$ cat config.mk
export PLATFORM = sky130hd
export DESIGN_NAME = jts16_vidcap
export DESIGN_NICKNAME = d
export VERILOG_FILES = /design/src/rtl/jts16_vidcap.sv
export SDC_FILE = /design/constraint.sdc
export NUM_CORES = 1
export LEC_CHECK = 0
export CORE_MARGIN = 2
export CORE_UTILIZATION = 45
export DETAILED_ROUTE_END_ITERATION = 8
export MAX_ROUTING_LAYER = met4
export PLACE_DENSITY = 0.64
export SLEW_MARGIN = 5
export SYNTH_ARGS = -nofsm -noshare
export SYNTH_HDL_FRONTEND = slang
export SYNTH_SLANG_ARGS = --single-unit
$ cat constraint.sdc
create_clock -name clk -period 6.3 [get_ports clk]
set_clock_uncertainty 0.1 [all_clocks]
set_input_delay 0.945 -clock clk [delete_from_list [all_inputs] [get_ports clk]]
set_output_delay 0.945 -clock clk [all_outputs]
set_load 0.05 [all_outputs]
$ cat src/rtl/jts16_vidcap.sv
// jts16_vidcap: captures one active frame of the mixer's RGB output and streams
// it, one word per pixel, to external memory through a small FIFO and a req/ack port.
//
// state | meaning
// IDLE  | waiting for cap_req
// ARM   | capture requested, waiting for LVBL to fall (top of next frame)
// SYNC  | waiting for the first active pixel of the frame
// CAP   | pushing active pixels into the FIFO
// DRAIN | frame ended, waiting for FIFO and write port to empty
module jts16_vidcap #(
    parameter int AW      = 17,
    parameter int FIFO_AW = 4,
    parameter int BASE    = 0
) (
    input  logic          clk,
    input  logic          rst,
    input  logic          pxl_cen,
    input  logic          LHBL,
    input  logic          LVBL,
    input  logic [4:0]    red,
    input  logic [4:0]    green,
    input  logic [4:0]    blue,
    input  logic          cap_req,
    output logic          busy,
    output logic          done,
    output logic          ovf,
    output logic [AW-1:0] mem_addr,
    output logic [15:0]   mem_din,
    output logic          mem_we,
    input  logic          mem_ok
);
    localparam int DEPTH = 1 << FIFO_AW;
    localparam int EW    = AW + 16;
    localparam logic [FIFO_AW:0] FILL_FULL = (FIFO_AW+1)'(DEPTH);
    localparam logic [FIFO_AW:0] FILL_ONE  = (FIFO_AW+1)'(1);
    localparam logic [AW-1:0]    BASE_ADDR = AW'(BASE);

    typedef enum logic [2:0] {
        ST_IDLE,
        ST_ARM,
        ST_SYNC,
        ST_CAP,
        ST_DRAIN
    } state_t;

    state_t             state_q, state_d;
    logic               busy_q, busy_d;
    logic               done_q, done_d;
    logic               ovf_q, ovf_d;
    logic               lvbl_q, lvbl_d;
    logic [AW-1:0]      pix_cnt_q, pix_cnt_d;
    logic [FIFO_AW-1:0] wr_ptr_q, wr_ptr_d;
    logic [FIFO_AW-1:0] rd_ptr_q, rd_ptr_d;
    logic [FIFO_AW:0]   fill_q, fill_d;
    logic               mem_we_q, mem_we_d;
    logic [AW-1:0]      mem_addr_q, mem_addr_d;
    logic [15:0]        mem_din_q, mem_din_d;
    logic [EW-1:0]      fifo_mem_q [DEPTH];

    logic               active, vfall, capture, fifo_full, push, pop, drop;
    logic [FIFO_AW-1:0] head_idx;
    logic [EW-1:0]      push_entry;

    always_comb begin
        active     = pxl_cen & LHBL & LVBL;
        vfall      = lvbl_q & ~LVBL;
        lvbl_d     = LVBL;
        pop        = mem_we_q & mem_ok;
        fifo_full  = (fill_q == FILL_FULL);
        capture    = active && (state_q == ST_SYNC || state_q == ST_CAP);
        // a pop in the same cycle frees the slot, so a full FIFO still accepts
        push       = capture && (!fifo_full || pop);
        drop       = capture && fifo_full && !pop;
        push_entry = {BASE_ADDR + pix_cnt_q, 1'b0, red, green, blue};
        head_idx   = pop ? rd_ptr_q + FIFO_AW'(1) : rd_ptr_q;

        wr_ptr_d = push ? wr_ptr_q + FIFO_AW'(1) : wr_ptr_q;
        rd_ptr_d = pop  ? rd_ptr_q + FIFO_AW'(1) : rd_ptr_q;
        case ({push, pop})
            2'b10:   fill_d = fill_q + FILL_ONE;
            2'b01:   fill_d = fill_q - FILL_ONE;
            default: fill_d = fill_q;
        endcase

        // the presented word stays in the FIFO until acknowledged
        mem_we_d   = mem_we_q;
        mem_addr_d = mem_addr_q;
        mem_din_d  = mem_din_q;
        if (!mem_we_q) begin
            if (fill_q != '0) begin
                mem_we_d                = 1'b1;
                {mem_addr_d, mem_din_d} = fifo_mem_q[head_idx];
            end
        end else if (pop) begin
            if (fill_q > FILL_ONE) begin
                {mem_addr_d, mem_din_d} = fifo_mem_q[head_idx];
            end else begin
                mem_we_d = 1'b0;
            end
        end

        state_d   = state_q;
        busy_d    = busy_q;
        done_d    = 1'b0;
        ovf_d     = ovf_q | drop;
        pix_cnt_d = capture ? pix_cnt_q + AW'(1) : pix_cnt_q;
        case (state_q)
            ST_IDLE: begin
                if (cap_req) begin
                    state_d   = ST_ARM;
                    busy_d    = 1'b1;
                    ovf_d     = 1'b0;
                    pix_cnt_d = '0;
                end
            end
            ST_ARM:   if (vfall)  state_d = ST_SYNC;
            ST_SYNC:  if (active) state_d = ST_CAP;
            ST_CAP:   if (vfall)  state_d = ST_DRAIN;
            ST_DRAIN: begin
                if (fill_q == '0 && !mem_we_q) begin
                    state_d = ST_IDLE;
                    busy_d  = 1'b0;
                    done_d  = 1'b1;
                end
            end
            default:  state_d = ST_IDLE;
        endcase
    end

    always_ff @(posedge clk) begin
        if (rst) begin
            state_q    <= ST_IDLE;
            busy_q     <= 1'b0;
            done_q     <= 1'b0;
            ovf_q      <= 1'b0;
            lvbl_q     <= 1'b0;
            pix_cnt_q  <= '0;
            wr_ptr_q   <= '0;
            rd_ptr_q   <= '0;
            fill_q     <= '0;
            mem_we_q   <= 1'b0;
            mem_addr_q <= '0;
            mem_din_q  <= '0;
        end else begin
            state_q    <= state_d;
            busy_q     <= busy_d;
            done_q     <= done_d;
            ovf_q      <= ovf_d;
            lvbl_q     <= lvbl_d;
            pix_cnt_q  <= pix_cnt_d;
            wr_ptr_q   <= wr_ptr_d;
            rd_ptr_q   <= rd_ptr_d;
            fill_q     <= fill_d;
            mem_we_q   <= mem_we_d;
            mem_addr_q <= mem_addr_d;
            mem_din_q  <= mem_din_d;
        end
    end

    always_ff @(posedge clk) begin
        if (push) fifo_mem_q[wr_ptr_q] <= push_entry;
    end

    assign busy     = busy_q;
    assign done     = done_q;
    assign ovf      = ovf_q;
    assign mem_we   = mem_we_q;
    assign mem_addr = mem_addr_q;
    assign mem_din  = mem_din_q;
endmodule

==> run_results.csv <==
group,metric,value,unit
yosys,syn_nets,1711,
floorplanning,ios,59,
global_routing,grt_usage,0.2401,
layout,multiInputGateArea,0.008798,mm2
placement,place_hpwl,42200,um
critical_path,worst_path_max_delay_cell,"nor2_4",
layout,final_common_cell,"edfxtp_1",
critical_path,crit_type,"input pin to flip-flop",
global_routing,overflow,0,
critical_path,max_stage_delay,1040,ps
critical_path,crit_required,6420,ps
routing,ant_nets,0,
floorplanning,fp.dieH,245.2,um
clocking,clock_sinks,582,
clocking,ctsResizeCount,0,
sta,min_period_over_period,0.6637,
min_path,hold_path.class,"flip-flop to flip-flop",
placement,place_congestion,0.8091,
floorplanning,core_area,0.05759,mm2
layout,finalNonFillerCells,2520,
critical_path,startpoint_type,"input pin",
power,switching_share,0.2787,
yosys,ys.flop_type,"edfxtp_1",
sta,fin_tns_setup,0,ps
power,power_leakage,8.905,nW
global_routing,grt_pass1_wl,103500,um
clocking,htreeDepth,2,
sta,timing.hold.ws,409.1,ps
layout,n_fill_cell,4639,
critical_path,worstSetupEndpointType,"flip-flop",
floorplanning,start_util,0.4546,
sta,rsz0062_at_grt,"false",
placement,dp_cells,2412,
global_routing,grt_pass1_vias,16050,
yosys,syn-instance-count,1678,
yosys,avgSynthCellArea,15.60,um2
routing,firstDrtPassIters,5,
power,pwr_density_cell,326.3,mW/mm2
power,power_frac_seq,0.460,
status,status,"completed",
clocking,clockBufferDepth,3,
floorplanning,num_rows,88,
sta,final_hold_viol_count,0,
layout,final_cell_mix,"512 x edfxtp_1, 112 x mux2_2, 103 x mux2i_1, 102 x mux4_2, 86 x a211oi_1",
routing,route.detailed.drc,0,
critical_path,crit_chain,"clkdlybuf4s50_1 -> nand2_4 -> a311oi_2 -> nand2_1 -> nor2_4",
global_routing,antenna_found_initial,0,
yosys,synth_area,0.02618,mm2
critical_path,cp_num_buf_inv,1,
sta,min_period,4181,ps
power,comb_power_share,0.170,
layout,area_growth_syn_to_layout,12.53,%
yosys,ys_ff_latch,582,
clocking,cts_buffers,59,
layout,seqCellArea,0.01678,mm2
yosys,yosys.cell_types.count,67,
sta,fmax,239.2,MHz
clocking,clk_latency,620,ps
power,clock_power_share,0.370,
power,intPower,0.006934,W
routing,routedWlPerCell,27.71,um
sta,slew_viol_final,0,
floorplanning,die_w,245.2,um
placement,portBuffers,57,
clocking,postCtsSetupRepairBufs,0,
yosys,async_flop_share,0,
sta,relSlewSlack,0.1566,
critical_path,worstPathArrival,4300,ps
yosys,yosysSeqAreaShare,0.6409,
sta,tightest_slew,1262,ps
critical_path,worstPathMaxFanout,32,
routing,drt_wl_total,69820,um
global_routing,grt_max_degree,86,
floorplanning,die_area,0.06012,mm2
clocking,cts_root_buf,"clkbuf_16",
yosys,synth_edf_count,512,
sta,setup_viol,0,
layout,fin_nets,1741,
layout,drive_above_1_share,0.2160,
job,maxCapViolations,0,
clocking,holdBufCountCts,0,
clocking,tritoncts,"built",
yosys,yosysWarnings,0,
routing,vias,15820,
power,power.switching,0.002679,W
power,ir_worst_vdd,196.5,uV
critical_path,crit_family,"simple AND/OR/NAND/NOR gates",
routing,via_per_inst,6.276,
clocking,path_clk_slew,60,ps
layout,num_antenna_cells,0,
routing,drtIter0Drc,1268,
cell usage after synthesis (2+ instances only):
| library cell | count | area [um2] |
|---|---|---|
| or3_1 | 5 | 31.28 |
| xnor2_1 | 14 | 122.6 |
| a211oi_1 | 86 | 645.6 |
| clkbuf_1 | 34 | 127.6 |
| nand4_1 | 10 | 62.56 |
| mux2i_1 | 104 | 1041 |
| nor3_1 | 39 | 195.2 |
| nand4b_1 | 3 | 26.28 |
| o22ai_1 | 62 | 387.9 |
| dfxtp_1 | 70 | 1401 |
| o211ai_1 | 22 | 165.2 |
| a211o_1 | 4 | 35.03 |
| and3b_1 | 2 | 17.52 |
| nand2b_1 | 4 | 25.02 |
| nor2_1 | 56 | 210.2 |
| buf_2 | 57 | 285.3 |
| buf_1 | 8 | 30.03 |
| mux2_2 | 112 | 1261 |
| nand3_1 | 7 | 35.03 |
| and2_1 | 4 | 25.02 |
| o311ai_1 | 6 | 52.55 |
| o32ai_1 | 7 | 61.31 |
| o21bai_1 | 28 | 210.2 |
| xor2_1 | 8 | 70.07 |
| a21oi_1 | 70 | 350.3 |
| buf_6 | 6 | 67.56 |
| nor2b_1 | 47 | 294.0 |
| mux4_2 | 102 | 2297 |
| inv_1 | 19 | 71.32 |
| o31a_1 | 4 | 35.03 |
| ha_1 | 11 | 137.6 |
| nand2_1 | 20 | 75.07 |
| buf_4 | 22 | 165.2 |
| nor4_1 | 28 | 175.2 |
| o21ai_0 | 32 | 160.2 |
| edfxtp_1 | 512 | 15370 |
| a31oi_1 | 4 | 25.02 |
| nand3_2 | 3 | 30.03 |
| nand3b_1 | 3 | 22.52 |
| nor3b_2 | 2 | 25.02 |
| o21ai_1 | 7 | 35.03 |
| a21o_1 | 2 | 15.01 |
| a2111oi_0 | 8 | 70.07 |
flip-flops by register name, indices dropped and copies added, names as in the netlist, 3 cells and up:
| signal | cells |
|---|---|
| mem_addr | 17 |
| rd_ptr_q | 4 |
| fifo_mem_q | 512 |
| state_q | 3 |
| pix_cnt_q | 17 |
| mem_din | 15 |
| wr_ptr_q | 4 |
| fill_q | 5 |
area by class of cell:
class                      instances  area share
inverter                          20    0.002549
clock inverter                    26     0.01104
timing repair buffer              96     0.02999
tap                              765     0.03249
clock buffer                      82     0.05547
sequential                       582      0.5698
multi-input combinational        949      0.2987
per-layer routing:
layer / wire, um / GRT usage
met5: 0 / -
met4: 2401 / 0.09021
met3: 4131 / 0.02854
met2: 35450 / 0.4039
met1: 27830 / 0.2989
power by group through the flow:
stage | Sequential, W | Combinational [W] | Clock (W)
2_1_floorplan | 0.00478 | 0.000812 | 0
3_3_place_gp | 0.00452 | 0.00161 | 0
3_5_place_dp | 0.00452 | 0.00164 | 0
4_1_cts | 0.00444 | 0.00164 | 0.00360
5_1_grt | 0.00444 | 0.00172 | 0.00375
6_report | 0.00442 | 0.00163 | 0.00356
metrics by stage:
step | instance area (um2) | util | setup slack, ps | total power (W)
3_5_place_dp | 27500 | 0.4775 | 1490 | 0.006151
3_3_place_gp | 27500 | 0.4775 | 1595 | 0.006131
4_1_cts | 29460 | 0.5115 | 2153 | 0.009679
2_1_floorplan | 26180 | - | 1708 | 0.005591
6_report | 29460 | 0.5115 | 2119 | 0.009613
5_1_grt | 29460 | 0.5115 | 1958 | 0.009902
worst min-delay path, cell delays in order, from the launching register on:
cell and delay [ps]:
dfxtp_1 330, inv_1 60, o32ai_1 80
path summary, 6_finish.rpt:
| path | startpoint | endpoint | slack (ps) | cells past startpoint |
|---|---|---|---|---|
| worst max-delay path | mem_ok | fifo_mem_q[15][4] | 2120 | 5 |
| worst min-delay path | mem_din[2] | mem_din[2] | 410 | 2 |
| worst max register to register | rd_ptr_q[0] | mem_din[12] | 2490 | 7 |
| worst min register to register | mem_din[2] | mem_din[2] | 410 | 2 |
logic make-up (layout without fill, tap and decap cells):
| kind of cell | Yosys count | in the layout | share of synthesized area |
|---|---|---|---|
| AOI/OAI and AO/OA | 353 | 353 | 0.09057 |
| buffers and inverters | 147 | 224 | 0.02868 |
| adders and majority gates | 11 | 11 | 0.005258 |
| xor gates and xnor gates | 23 | 23 | 0.007982 |
| DFF | 582 | 582 | 0.6409 |
| and+or+nand+nor | 243 | 243 | 0.05081 |
| muxes | 318 | 318 | 0.1757 |
| other | 1 | 1 | 0.0001433 |
Power figures use the tool's default switching activity.
